==> src/rtl/axis_descaler.sv <==
// Purpose: recovers x = ((y - offset) * 2^15) / scale on an AXI-Stream sample using a sign-magnitude restoring divider.
// Latency: W+17 cycles from input handshake to m_axis_tvalid (W+18 with AXIS_DESCALER_ROUND_EN); 1 cycle when scale is zero.
// Backpressure: one sample in flight; s_axis_tready low until the held output is taken. Optional macro: AXIS_DESCALER_ROUND_EN.
module axis_descaler #(
  parameter int AXIS_TDATA_WIDTH = 14
) (
  input  logic                        aclk,
  input  logic                        areset,
  input  logic [31:0]                 cfg_data,
  input  logic [AXIS_TDATA_WIDTH-1:0] s_axis_tdata,
  input  logic                        s_axis_tvalid,
  output logic                        s_axis_tready,
  output logic [AXIS_TDATA_WIDTH-1:0] m_axis_tdata,
  output logic                        m_axis_tuser,
  output logic                        m_axis_tvalid,
  input  logic                        m_axis_tready
);

  localparam int W  = AXIS_TDATA_WIDTH;
  localparam int DW = W + 16;              // dividend / quotient width
  localparam int CW = $clog2(DW + 1);      // step counter width
  localparam logic [CW-1:0] STEPS = CW'(DW);

  localparam logic [W-1:0] MAX_V = {1'b0, {(W-1){1'b1}}};
  localparam logic [W-1:0] MIN_V = {1'b1, {(W-1){1'b0}}};

  localparam logic [1:0] IDLE   = 2'd0;
  localparam logic [1:0] DIVIDE = 2'd1;
  localparam logic [1:0] OUTPUT = 2'd2;

  logic [1:0]    state_q;
  logic [CW-1:0] cnt_q;
  logic [DW-1:0] quo_q;    // holds dividend, shifts out MSB first, quotient shifts in
  logic [16:0]   rem_q;
  logic [15:0]   dvs_q;
  logic          neg_q;
  logic          zero_q;
`ifdef AXIS_DESCALER_ROUND_EN
  logic          rnd_pend_q;
`endif

  // Input-side arithmetic, only meaningful at the IDLE handshake
  logic signed [W-1:0] off_w;
  logic signed [W:0]   diff_w;
  logic [W:0]          diff_mag;
  logic [15:0]         scl;
  logic [15:0]         scl_mag;

  assign off_w    = cfg_data[W+15:16];
  assign scl      = cfg_data[15:0];
  assign diff_w   = {s_axis_tdata[W-1], s_axis_tdata} - {off_w[W-1], off_w};
  assign diff_mag = diff_w[W] ? (~diff_w + (W+1)'(1)) : diff_w;
  // -32768 maps to 16'h8000, which is the correct unsigned magnitude
  assign scl_mag  = scl[15] ? (~scl + 16'd1) : scl;

  // Single restoring step: shift in next dividend bit, subtract if it fits
  logic [16:0] rem_sh;
  logic [16:0] rem_sub;
  logic        step_fit;

  assign rem_sh   = {rem_q[15:0], quo_q[DW-1]};
  assign rem_sub  = rem_sh - {1'b0, dvs_q};
  assign step_fit = (rem_sh >= {1'b0, dvs_q});

  // Result formation: apply sign to the truncated magnitude, then saturate
  logic [DW-1:0] neg_mag;
  logic [W-1:0]  res_dat;
  logic          res_sat;

  always_comb begin
    res_dat = '0;
    res_sat = 1'b0;
    neg_mag = ~quo_q + DW'(1);
    if (zero_q) begin
      res_sat = 1'b1;
      if (quo_q == '0)
        res_dat = '0;
      else if (neg_q)
        res_dat = MIN_V;
      else
        res_dat = MAX_V;
    end else if (!neg_q) begin
      if (quo_q > {{16{1'b0}}, MAX_V}) begin
        res_dat = MAX_V;
        res_sat = 1'b1;
      end else begin
        res_dat = quo_q[W-1:0];
      end
    end else begin
      // magnitude exactly 2^(W-1) is representable as the most negative value
      if (quo_q > {{16{1'b0}}, MIN_V}) begin
        res_dat = MIN_V;
        res_sat = 1'b1;
      end else begin
        res_dat = neg_mag[W-1:0];
      end
    end
  end

  // Bits that carry no information in this configuration
  logic spare_unused;
  assign spare_unused = ^{cfg_data[31:W+16], rem_q[16], neg_mag[DW-1:W]};

  assign s_axis_tready = (state_q == IDLE);

  // Control FSM, divider datapath and registered output stage
  always_ff @(posedge aclk) begin
    if (areset) begin
      state_q       <= IDLE;
      cnt_q         <= '0;
      quo_q         <= '0;
      rem_q         <= '0;
      dvs_q         <= '0;
      neg_q         <= 1'b0;
      zero_q        <= 1'b0;
`ifdef AXIS_DESCALER_ROUND_EN
      rnd_pend_q    <= 1'b0;
`endif
      m_axis_tdata  <= '0;
      m_axis_tuser  <= 1'b0;
      m_axis_tvalid <= 1'b0;
    end else begin
      case (state_q)
        IDLE: begin
          if (s_axis_tvalid) begin
            quo_q   <= {diff_mag, 15'd0};
            rem_q   <= '0;
            dvs_q   <= scl_mag;
            neg_q   <= diff_w[W] ^ scl[15];
            zero_q  <= (scl == 16'd0);
            // zero scale skips every divide step and goes to OUTPUT next edge
            cnt_q   <= (scl == 16'd0) ? '0 : STEPS;
`ifdef AXIS_DESCALER_ROUND_EN
            rnd_pend_q <= (scl != 16'd0);
`endif
            state_q <= DIVIDE;
          end
        end
        DIVIDE: begin
          if (cnt_q != '0) begin
            rem_q <= step_fit ? rem_sub : rem_sh;
            quo_q <= {quo_q[DW-2:0], step_fit};
            cnt_q <= cnt_q - CW'(1);
`ifdef AXIS_DESCALER_ROUND_EN
          end else if (rnd_pend_q) begin
            // round half away from zero on the magnitude
            rnd_pend_q <= 1'b0;
            if ({rem_q, 1'b0} >= {2'b00, dvs_q})
              quo_q <= quo_q + DW'(1);
`endif
          end else begin
            m_axis_tdata  <= res_dat;
            m_axis_tuser  <= res_sat;
            m_axis_tvalid <= 1'b1;
            state_q       <= OUTPUT;
          end
        end
        OUTPUT: begin
          if (m_axis_tready) begin
            m_axis_tvalid <= 1'b0;
            state_q       <= IDLE;
          end
        end
        default: state_q <= IDLE;
      endcase
    end
  end

endmodule

==> config.mk <==
export PLATFORM = sky130hd
export DESIGN_NAME = axis_descaler
export DESIGN_NICKNAME = d
export VERILOG_FILES = /design/src/rtl/axis_descaler.sv
export SDC_FILE = /design/constraint.sdc
export NUM_CORES = 1
export LEC_CHECK = 0
export BUFFER_PORTS_ARGS = -buffer_cell sky130_fd_sc_hd__buf_2
export CORE_MARGIN = 3
export CORE_UTILIZATION = 30
export CTS_BUF_LIST = sky130_fd_sc_hd__clkbuf_4
export DETAILED_ROUTE_END_ITERATION = 8
export PLACE_DENSITY = 0.44
export SLEW_MARGIN = 20
export SYNTH_ARGS = -nofsm -noshare
export SYNTH_HDL_FRONTEND = slang
export SYNTH_SLANG_ARGS = --single-unit
==> constraint.sdc <==
create_clock -name aclk -period 3.6 [get_ports aclk]
set_input_delay 0.18 -clock aclk [delete_from_list [all_inputs] [get_ports aclk]]
set_output_delay 0.18 -clock aclk [all_outputs]
set_load 0.005 [all_outputs]
# Word level (Yosys, flattened, before mapping)
# Cells that the tools add are included.
op_classes:
  addsub: 6
  n_mul: 0
  div_mod_pow: 0
  n_lt_le_gt_ge: 3
  n_eq_ne: 6
  n_shift: 0
  mux: 30
  bitwise: 5
  n_reduce_logical: 11
op_table:
  columns: ["operator", "count"]
  rows:
  - ["$mux W14", 6]
  - ["$mux W16", 4]
  - ["$mux W30", 2]
  - ["$pmux W30 S2", 1]
  - ["$pmux W16 S2", 1]
  - ["$gt A30 B13 Y1 const B", 1]
  - ["$gt A30 B14 Y1 const B", 1]
  - ["$logic_not A30 Y1", 1]
  - ["$ge A17 B16 Y1", 1]
  - ["$add A16 B1 Y16 const B", 1]
  - ["$logic_not A16 Y1", 1]
  - ["$not A16 Y16", 1]
  - ["$sub A16 B16 Y16", 1]
  - ["$add A15 B2 Y15 const B", 1]
  - ["$mux W15", 1]
  - ["$mux W5", 3]
  - ["$not A15 Y15", 1]
  - ["$sub A14 B14 Y15", 1]
  - ["$add A14 B1 Y14 const B", 1]
  - ["$not A14 Y14", 1]
  - ["$pmux W5 S2", 1]
  - ["$reduce_and A3 Y1", 3]
  - ["$ne A2 B2 Y1 const B", 4]
  - ["$mux W1", 6]
  - ["other kinds (12)", 16]
word_totals:
  regBits: 87
  latch_bits: 0
  mem_bits_rw: 0
  romBits: 0
  in_bits: 50
  n_memories: 0

# Logic depth before layout (Yosys ltp)
# Gate-level depths: netlist (run 1).
depth:
  word_depth: 6
  depth_mapped: 13

# Least setup slack after synthesis (run 1)
# Ideal clock, no wire load.
synth_timing:
  path_type: "in2reg"
  startpoint: "input s_axis_tdata[0]"
  endpoint: "register quo_q[29]"
  setup_ns: 0.095
  arrival_time_ns: 2.552
  t_required_ns: 3.505
  path_slack_ns: 0.953
  path_stages: 12
  path_buffers: 0
  path_cell_list: "inv_1 ha_1 fa_1 nor2b_1 o211ai_2 a21oi_1 o21ai_1 nor3_1 nand2_1 or3_1 nand4b_1 a221oi_1"
synth_between:
  elab_chain_len: 6
synth_rtl:
  columns: ["element", "line_no", "rtl"]
  rows:
  - ["from (decl)", "10", "input logic [AXIS_TDATA_WIDTH-1:0] s_axis_tdata,"]
  - ["$sub A14 B14 Y15 *", "51", "assign diff_w = {s_axis_tdata[W-1], s_axis_tdata} - {off_w[W-1], off_w};"]
  - ["$not A15 Y15", "52", "assign diff_mag = diff_w[W] ? (~diff_w + (W+1)'(1)) : diff_w;"]
  - ["$add A15 B2 Y15", "52", null]
  - ["$mux W15 *", "52", null]
  - ["$mux W30 *", "125", "if (s_axis_tvalid) begin"]
  - ["$pmux W30 S2 *", "123", "case (state_q)"]
  - ["to (signal assigned)", "126", "quo_q <= {diff_mag, 15'd0};"]
  - ["to (signal assigned)", "142", "quo_q <= {quo_q[DW-2:0], step_fit};"]
  - ["to (decl)", "33", "logic [DW-1:0] quo_q;"]
# Mark *: on every way between the ends. The rest lies on a longest branch, timed or not. The select of a mux whose other input is x is not followed.
# A chain may end at the register's enable or synchronous reset.

# Worst setup path in the final report (run 1)
layout_timing:
  startpoint: "register dvs_q[1]"
  endpoint: "register rem_q[5]"
layout_between:
  elab_chain_len: 4
layout_rtl:
  columns: ["element", "line_no", "rtl"]
  rows:
  - ["from (decl)", "35", "logic [15:0] dvs_q;"]
  - ["from (signal assigned)", "128", "dvs_q <= scl_mag;"]
  - ["$sub A16 B16 Y16 or $ge A17 B16 Y1 (tied branches)", "62, 63", null]
  - ["$mux W16 *", "141", "rem_q <= step_fit ? rem_sub : rem_sh;"]
  - ["$mux W16 *", "140", "if (cnt_q != '0) begin"]
  - ["$pmux W16 S2 *", "123", null]
  - ["to (signal assigned)", "141", null]
  - ["to (decl)", "34", "logic [16:0] rem_q;"]
# Marked as above.

==> flow_metrics.py, run 1 <==
metrics = {
    "run_status": {
        "status": "complete, no violations",
    },
    "global_routing": {
        "grt_pass1_wl_microns": 26900,
        "grt_max_degree": 34,
        "first_global_vias": 5491,
        "antenna_found_initial": 1,
        "overflow": 0,
        "grt_use_total_pct": 14.9,
    },
    "die": {
        "coreArea_sq_um": 19100,
        "ios": 67,
        "start_util_pct": 31.2,
        "dieArea_sq_um": 21500,
        "die_h_microns": 147,
        "placementRows": 50,
        "die_x_microns": 147,
    },
    "critical_path": {
        "cpPeakStageDelay_ps": 520,
        "path_max_fanout": 16,
        "critPathKind": "reg -> reg",
        "cp_common_cell": "o21ai_0",
        "path_buf_inv": 2,
        "worstPathRequired_ps": 3980,
        "end_kind": "flip-flop",
        "worstPathArrival_ps": 3400,
        "crit_path_start_kind": "flip-flop",
        "cp_top_family": "compound AO/OA/AOI/OAI gates",
        "cp_cell_sequence": "inv_1, ha_1, nor2b_1, o21a_1, o21ai_0, a21oi_1, o211ai_1, a31oi_2, buf_4, o21ai_0, a211oi_1",
        "cp_slowest_cell": "a31oi_2",
    },
    "synthesis": {
        "ys_warn_count": 0,
        "syn_inst": 789,
        "yosys_most_used_dff": "dfxtp_1",
        "yosys.area.top_type_share_pct": 29.3,
        "synthDistinctLibCells": 59,
        "avgSynthCellArea_sq_um": 7.54,
        "yosys.area.top_type": "dfxtp_1",
        "netlist_top_cells_area": "dfxtp_1 29%, ha_1 7.4%, o21ai_0 5.2%",
        "yosysSeqAreaShare_pct": 29.3,
        "synth_nets": 876,
        "synth_edf_count": 0,
        "syn_area_sq_um": 5950,
        "async_flop_share_pct": 0,
        "synth-seq-cells": 87,
    },
    "placement": {
        "place_inst": 1083,
        "placed_area_sq_um": 6530,
        "gpl.final_weighted_congestion": 0.856,
        "port_buffers": 64,
        "hpwlAfterDp_microns": 12000,
    },
    "clock_tree": {
        "post_cts_buffers": 0,
        "cts_buffers": 9,
        "cts_tree": "yes",
        "cts.sinks": 87,
        "cts_max_level": 3,
        "clkTransAtPathRegs_ps": 160,
        "root_buffer": "clkbuf_4",
        "clock_path_buffers": 2,
        "cts_resized": 0,
        "insertion_delay_ps": 470,
    },
    "sta": {
        "worst-slew-pin-transition_ps": 657,
        "final_max_slew_viol_count": 0,
        "fin_worst_skew_ps": 24.6,
        "relSlewSlack_pct": 56.2,
        "setup-tns-final_ps": 0,
        "fmax_ghz": 0.332,
        "fin_crit_ps": 3010,
        "setup_viol": 0,
        "post-route-period-util_pct": 83.6,
        "rsz0062_at_grt": "no",
        "final-hold-violation-count": 0,
    },
    "pwr": {
        "p_total_uw": 3090,
        "p_leak_uw": 0.00279,
        "p_per_area_nw_per_um2": 460,
        "peakVddDrop_v": 0.000213,
    },
    "final_layout": {
        "final_cell_mix": "87 x dfxtp_1, 82 x nand2_1, 81 x nor2_1, 64 x buf_2, 62 x o21ai_0",
        "stdcell_count": 1103,
        "fin_nets": 924,
        "utilization_pct": 35.2,
        "drive_gt1_share_pct": 12.6,
        "final_area_sq_um": 6720,
        "layout_commonest_cell": "dfxtp_1",
        "area_growth_pct": 13.0,
    },
    "min_path": {
        "min_path_type": "in -> reg",
    },
    "routing": {
        "ant_nets": 0,
        "first_pass_iters": 6,
        "routedWlPerCell_microns": 14.7,
        "vias": 5701,
        "wirelength_microns": 16200,
        "vias_per_cell": 5.17,
        "drtIter0Drc": 255,
        "remaining_drc_errors": 0,
    },
    "flow_run": {
        "drv_cap": 0,
    },
}
## repair_timing
item,4_1_cts,5_1_grt
endpoints found under the hold margin,4,0
setup endpoints to repair,0,0
hold buffers,3,0
## cell usage after synthesis, types with 3 or more instances
master / instances
nand3b_1: 3
or3_1: 11
xnor2_1: 19
o21a_1: 7
nor3_1: 22
a31oi_1: 6
o41ai_1: 6
o21ai_0: 62
xor2_1: 26
a2111oi_0: 4
a22o_1: 4
o211a_1: 13
clkbuf_1: 38
nor4_1: 10
nand4_1: 7
o31ai_1: 3
dfxtp_1: 87
nor3b_1: 11
nand2_1: 82
ha_1: 35
inv_1: 46
mux2i_1: 11
a21oi_1: 61
nor2_1: 82
o211ai_1: 3
nand3_1: 26
nand2b_1: 10
a21o_1: 8
nor2b_1: 6
a211oi_1: 33
and2_1: 3
or2_2: 6
## worst paths after layout
path	from	end	slack, ps	depth (start not counted)
max	dvs_q[1]	rem_q[5]	590	11
max reg2reg	dvs_q[1]	rem_q[5]	590	11
min reg2reg	m_axis_tdata[13]	m_axis_tdata[13]	470	2
min	cfg_data[13]	dvs_q[13]	70	3
## per-stage QoR
step	setup slack, ps	hold slack [ps]
final	589	69.1
after global routing	319	36.2
after CTS	581	18.6
after detailed placement	459	459
after global placement	555	444
after floorplan	953	316
## worst min-delay path, stage by stage
cell and delay (ps):
buf_2 90, xor2_1 160, a211oi_1 90
## layer usage
layer  share of wire (%)  routed length, microns  vias to the layer above  GRT usage, %
met4                 1.3                     206                        0          3.53
met2                  48                    7770                       80          25.9
met3                 3.1                     499                       16          3.15
met1                  48                    7690                     2684          19.0
li1                    -                       -                     2921             -
met5                   0                       0                        -             0
## area by class of cell
cell class | count | area [sq um]
Fill cell | 2039 | 12400
Sequential cell | 87 | 1740
Antenna cell | 1 | 2.50
Timing Repair Buffer | 78 | 433
Inverter | 46 | 173
Multi-Input combinational cell | 615 | 3890
Tap cell | 260 | 325
Clock buffer | 9 | 67.6
Clock inverter | 7 | 87.6
## flip-flops by register name, indices dropped and copies added, names as in the netlist
signal / cells
zero_q: 1
state_q: 2
cnt_q: 5
dvs_q: 16
m_axis_tuser: 1
m_axis_tvalid: 1
neg_q: 1
rem_q: 16
quo_q: 30
m_axis_tdata: 14
## logic make-up (layout without fill, tap and decap cells)
family / after synthesis / in the layout / share of synthesized area, %
compound gates: 232 / 232 / 25.3
xor+xnor: 45 / 45 / 6.63
fa+ha+maj: 37 / 37 / 8.04
buf+inv: 87 / 140 / 5.53
flops: 87 / 87 / 29.3
mux: 11 / 11 / 1.85
other cells: 0 / 1 / 0
simple gates: 290 / 290 / 23.3
## where the power goes
| group | leakage, uW | internal (uW) | switching, uW |
|---|---|---|---|
| sequential | 0.000710 | 1070 | 80.0 |
| combinational | 0.00201 | 532 | 776 |
| clock | 0.0000770 | 276 | 360 |
| total | 0.00279 | 1870 | 1220 |
No activity file was read; power rests on OpenSTA's default activity.
==> run 2: changes to the inputs <==
==> constraint.sdc (replaced) <==
create_clock -name aclk -period 3.14 [get_ports aclk]
set_input_delay 0.157 -clock aclk [delete_from_list [all_inputs] [get_ports aclk]]
set_output_delay 0.157 -clock aclk [all_outputs]
set_load 0.005 [all_outputs]
==> run 2 against run 1 <==
Non-clock buffer count up 5. Cell count up 0.45%. Critical path depth unchanged. Count of clock-buffer cells in the layout up 3. Wire length down 0.61%. Flip-flop and latch count unchanged. Sequential power up 14%. Global-route usage up 0.13 points. Design area up 0.19%. Sequential share of layout area about the same. Clock skew down 8.5 ps. Register-to-register slack worse by 310 ps. Critical path type unchanged.
==> flow_metrics.py, run 2 (synthesis gave the netlist of run 1 again) <==
metrics = {
    "run_status": {
        "status": "complete, no violations",
    },
    "final_layout": {
        "final_cell_mix": "87 x dfxtp_1, 82 x nand2_1, 81 x nor2_1, 64 x buf_2, 62 x o21ai_0",
        "regMostFlops": "quo_q",
        "largest_register_ffs": 30,
        "area_growth_pct": 13.2,
        "layout_commonest_cell": "dfxtp_1",
        "fillCellCount": 2046,
        "drive_gt1_share_pct": 13.5,
        "fin_nets": 929,
        "top_regs": "quo_q (30), dvs_q (16), rem_q (16)",
    },
    "placement": {
        "post-place-ws_ps": 63.5,
        "hpwlAfterDp_microns": 12100,
        "port_buffers": 64,
        "gpl.final_weighted_congestion": 0.859,
    },
    "critical_path": {
        "reg2reg_slack_ps": 270,
        "end_kind": "flip-flop",
        "worstPathRequired_ps": 3540,
        "crit_path_start_kind": "flip-flop",
        "cpPeakStageDelay_ps": 410,
        "cp_cell_sequence": "inv_1, ha_1, nor3b_1, nand4_1, or3_1, o21a_1, or2_2, o41ai_1, a211oi_1, o21ai_0, o211a_1",
        "path_max_fanout": 14,
        "reg2regPathDepth": 11,
        "worstPathArrival_ps": 3270,
        "cp.depth": 11,
        "worstSetupStartpoint": "quo_q[0]",
        "timing.rr.end": "m_axis_tdata[3]",
        "critPathKind": "reg -> reg",
        "crit_end": "m_axis_tdata[3]",
        "cp_slowest_cell": "or3_1",
        "r2r_start": "quo_q[0]",
        "cp_top_family": "simple AND/OR/NAND/NOR gates",
        "path_buf_inv": 1,
    },
    "clock_tree": {
        "cts_tree": "yes",
        "insertion_delay_ps": 460,
        "cts_max_level": 3,
        "clkTransAtPathRegs_ps": 140,
        "cts.sinks": 87,
        "clock_path_buffers": 2,
        "cts_buffers": 9,
        "root_buffer": "clkbuf_4",
    },
    "sta": {
        "rsz0062_at_grt": "no",
        "setup-tns-final_ps": 0,
        "setup_viol": 0,
        "worst-slew-pin-transition_ps": 1020,
        "final_max_slew_viol_count": 0,
        "layout_setup_ws_ps": 275,
        "final-hold-violation-count": 0,
        "fin_crit_ps": 2870,
        "relSlewSlack_pct": 31.6,
        "post-route-period-util_pct": 91.2,
        "fmax_ghz": 0.349,
        "fin_worst_skew_ps": 16.0,
    },
    "global_routing": {
        "antenna_found_initial": 1,
        "overflow": 0,
        "grt_pass1_wl_microns": 27200,
        "grt_use_total_pct": 15.1,
        "grt_max_degree": 45,
        "first_global_vias": 5543,
    },
    "die": {
        "start_util_pct": 31.2,
        "die_x_microns": 147,
        "coreArea_sq_um": 19100,
        "placementRows": 50,
        "ios": 67,
        "dieArea_sq_um": 21500,
        "die_h_microns": 147,
    },
    "pwr": {
        "peakVddDrop_v": 0.000159,
        "power_frac_comb_pct": 44.5,
        "p_sw_share_pct": 40.2,
        "p_leak_uw": 0.00282,
        "p_per_area_nw_per_um2": 508,
        "seqPwrFrac_pct": 38.4,
        "clkPwrFrac_pct": 17.1,
        "power.switching_uw": 1370,
        "intPower_uw": 2040,
        "p_total_uw": 3420,
    },
    "flow_run": {
        "drv_cap": 0,
    },
    "routing": {
        "vias": 5696,
        "drtIter0Drc": 303,
        "ant_nets": 0,
        "first_pass_iters": 5,
        "remaining_drc_errors": 0,
        "wirelength_microns": 16100,
        "vias_per_cell": 5.14,
        "routedWlPerCell_microns": 14.5,
    },
    "min_path": {
        "min_path_type": "in -> reg",
    },
}
run 2: cell count changes in the layout (fill, tap and decap cells not counted), moves of 2 or more:
cell | previous run | this run
clkbuf_4 | 9 | 12
clkinv_2 | 1 | 3
buf_4 | 11 | 15
bufinv_16 | 2 | 0
clkinv_1 | 2 | 0
run 2: cell type report:
class                      instances  area [sq um]  area share, %
inverter                          46           173           2.57
clock inverter                     4          22.5          0.335
multi-input combinational        615          3890           57.8
clock buffer                      12          90.1           1.34
tap                              260           325           4.83
timing repair buffer              83           483           7.18
sequential                        87          1740           25.9
antenna                            1          2.50         0.0372
run 2: worst min-delay path, cell delays in order:
cell	delay (ps)
buf_2	110
nor4_1	60
a21oi_1	110
nor2_1	40
run 2: stage by stage:
stage / util [%] / hold WS (ps) / cell area (sq um) / instances
global route: 35.3 / 35.3 / 6730 / 1108
floorplan: - / 293 / 5950 / 789
CTS: 35.2 / 2.48 / 6720 / 1107
finish: 35.3 / 48.3 / 6730 / 1108
detailed placement: 34.5 / 444 / 6580 / 1088
global placement: 34.5 / 438 / 6580 / 1088
run 2: repair_timing:
action | CTS | global route
hold buffers | 3 | 0
hold endpoints to repair | 4 | 0
setup endpoints to repair | 0 | 5
buffers inserted | 0 | 0
resized for setup | 0 | 1
run 2: worst min-delay path by stage:
| stage | startpoint | end | slack [ps] | cells after the start |
|---|---|---|---|---|
| CTS | cfg_data[14] | dvs_q[15] | 2 | 4 |
| floorplan | cfg_data[0] | dvs_q[0] | 290 | 2 |
| detailed placement | cfg_data[0] | dvs_q[0] | 440 | 3 |
| global placement | cfg_data[0] | dvs_q[0] | 440 | 3 |
| finish | cfg_data[14] | dvs_q[15] | 50 | 4 |
| global route | cfg_data[7] | dvs_q[7] | 40 | 3 |
run 2: per-layer routing:
metal	global-route usage (%)	part of all wire, %
met1	19.8	48
met2	25.5	47
met5	0	0
met3	2.93	2.8
met4	3.43	1.4
run 2: power groups by stage:
stage               Combinational [uW]  Sequential [uW]  Clock, uW
finish                            1520             1310        586
detailed placement                1520             1340          0
CTS                               1530             1310        626
global route                      1730             1330        660
global placement                  1510             1330          0
floorplan                         1130             1310          0
==> run 3: changes to the inputs <==
--- a/config.mk
+++ b/config.mk
@@ -6,6 +6,7 @@
 export NUM_CORES = 1
 export LEC_CHECK = 0
 export BUFFER_PORTS_ARGS = -buffer_cell sky130_fd_sc_hd__buf_2
+export CORE_ASPECT_RATIO = 1.5
 export CORE_MARGIN = 3
 export CORE_UTILIZATION = 30
 export CTS_BUF_LIST = sky130_fd_sc_hd__clkbuf_4
==> run 3 against run 2 <==
Sequential power hardly changed. Non-clock buffer count increased by 6. Global-route usage fell by 0.074 points. Power shrank 0.32%. Count of clock-buffer cells in the layout decreased by 2. Hold slack got worse by 6.7 ps. Clock power is 1% lower. Register-to-register slack worse by 20 ps. First-iteration DRC count fell by 26%. Setup slack worse by 20 ps. Design area rose by 0.43%. Cell count is 0.18% higher.
==> flow_metrics.py, run 3 (synthesis gave the netlist of run 1 again) <==
metrics = {
    "sta": {
        "rsz0062_at_grt": "no",
        "final-hold-violation-count": 0,
        "fin_crit_ps": 2880,
        "final_max_slew_viol_count": 0,
        "setup-tns-final_ps": 0,
        "setup_viol": 0,
        "relSlewSlack_pct": 67.1,
        "post-route-period-util_pct": 91.9,
        "worst-slew-pin-transition_ps": 491,
        "fmax_ghz": 0.347,
        "fin_worst_skew_ps": 27.4,
    },
    "final_layout": {
        "final_area_sq_um": 6760,
        "top_regs": "quo_q (30), dvs_q (16), rem_q (16)",
        "final_cell_mix": "87 x dfxtp_1, 82 x nand2_1, 81 x nor2_1, 64 x buf_2, 62 x o21ai_0",
        "stdcell_count": 1110,
        "drive_gt1_share_pct": 14.0,
        "largest_register_ffs": 30,
        "area_growth_pct": 13.7,
        "fillCellCount": 2070,
        "layout_commonest_cell": "dfxtp_1",
        "regMostFlops": "quo_q",
        "fin_nets": 935,
    },
    "die": {
        "coreArea_sq_um": 19300,
        "placementRows": 62,
        "dieArea_sq_um": 21600,
        "ios": 67,
        "start_util_pct": 30.8,
        "die_x_microns": 121,
        "die_h_microns": 178,
    },
    "global_routing": {
        "grt_pass1_wl_microns": 26600,
        "overflow": 0,
        "grt_use_total_pct": 15.0,
        "antenna_found_initial": 1,
        "first_global_vias": 5605,
        "grt_max_degree": 45,
    },
    "clock_tree": {
        "root_buffer": "clkbuf_4",
        "cts_buffers": 9,
        "hold_buffers": 2,
        "cts_tree": "yes",
        "cts_max_level": 3,
        "post_cts_buffers": 0,
        "cts_resized": 0,
        "clock_path_buffers": 2,
        "cts.sinks": 87,
        "clkTransAtPathRegs_ps": 160,
        "insertion_delay_ps": 450,
    },
    "routing": {
        "remaining_drc_errors": 0,
        "ant_nets": 0,
        "drtIter0Drc": 224,
        "vias_per_cell": 5.10,
        "wirelength_microns": 15900,
        "first_pass_iters": 4,
        "routedWlPerCell_microns": 14.4,
        "vias": 5659,
    },
    "critical_path": {
        "cp_cell_sequence": "inv_1, ha_1, nor3b_1, buf_4, nand4_1, or3_1, o21a_1, or3_1, nor3b_1, a211oi_1, o21ai_0, o211a_1",
        "critPathKind": "reg -> reg",
        "worstPathRequired_ps": 3550,
        "path_max_fanout": 10,
        "cpPeakStageDelay_ps": 480,
        "cp_slowest_cell": "or3_1",
        "worstPathArrival_ps": 3290,
        "crit_path_start_kind": "flip-flop",
        "path_buf_inv": 2,
        "end_kind": "flip-flop",
        "cp_top_family": "simple AND/OR/NAND/NOR gates",
    },
    "pwr": {
        "p_total_uw": 3400,
        "p_leak_uw": 0.00283,
        "seqPwrFrac_pct": 38.4,
        "power.switching_uw": 1380,
        "p_per_area_nw_per_um2": 504,
        "power_frac_comb_pct": 44.5,
        "peakVddDrop_v": 0.000177,
        "intPower_uw": 2030,
        "clkPwrFrac_pct": 17.0,
        "p_sw_share_pct": 40.4,
    },
    "placement": {
        "port_buffers": 64,
        "hpwlAfterDp_microns": 12200,
        "placed_area_sq_um": 6610,
        "place_inst": 1091,
        "gpl.final_weighted_congestion": 0.845,
    },
    "run_status": {
        "status": "complete, no violations",
    },
    "min_path": {
        "min_path_type": "in -> reg",
    },
    "flow_run": {
        "drv_cap": 0,
    },
}
[run 3: cell count changes in the layout (fill, tap and decap cells not counted), moves of 2 or more]
cell / delta
clkinv_2: -3
clkbuf_4: -2
clkinvlp_4: +2
buf_4: +8
[run 3: layout make-up]
| cell class | instances | area [sq um] | share of cell area [%] |
|---|---|---|---|
| clock buffers | 10 | 75.1 | 1.11 |
| diodes | 1 | 2.50 | 0.0370 |
| multi-input cells | 615 | 3890 | 57.5 |
| well taps | 256 | 320 | 4.74 |
| flip-flops and latches | 87 | 1740 | 25.8 |
| repair buffers | 89 | 513 | 7.59 |
| inverters | 46 | 173 | 2.56 |
| clock inverters | 6 | 46.3 | 0.685 |
[run 3: per-layer routing]
| metal | track usage (%) | vias up | share of wire, % |
|---|---|---|---|
| met2 | 28.3 | 103 | 52 |
| met4 | 4.06 | 0 | 1.3 |
| met3 | 2.00 | 13 | 2.8 |
| met5 | 0 | - | 0 |
| met1 | 17.5 | 2607 | 44 |
| li1 | - | 2936 | - |
[run 3: worst min-delay path: cells and delay by family]
family | cells | cell delay [ps]
xor+xnor | 1 | 120
buf+inv | 1 | 100
compound gates | 1 | 60
[run 3: per-stage QoR]
step	worst slack (ps)	hold slack (ps)	util, %
after CTS	270	1.51	35.0
after global routing	5.19	13.9	35.0
after floorplan	502	293	-
final	255	41.6	35.0
after global placement	218	445	34.2
after detailed placement	165	449	34.2
[run 3: path summary, 6_finish.rpt]
kind | cells after the start | slack [ps] | start | to
max reg2reg | 12 | 260 | quo_q[1] | m_axis_tdata[11]
max | 12 | 260 | quo_q[1] | m_axis_tdata[11]
min | 3 | 40 | cfg_data[9] | dvs_q[9]
min reg2reg | 2 | 470 | m_axis_tdata[13] | m_axis_tdata[13]
[run 3: power groups by stage]
stage               logic (uW)  registers [uW]  clock network (uW)
CTS                       1540            1310                 620
global route              1730            1330                 659
finish                    1520            1310                 579
floorplan                 1130            1310                   0
detailed placement        1530            1330                   0
global placement          1510            1330                   0
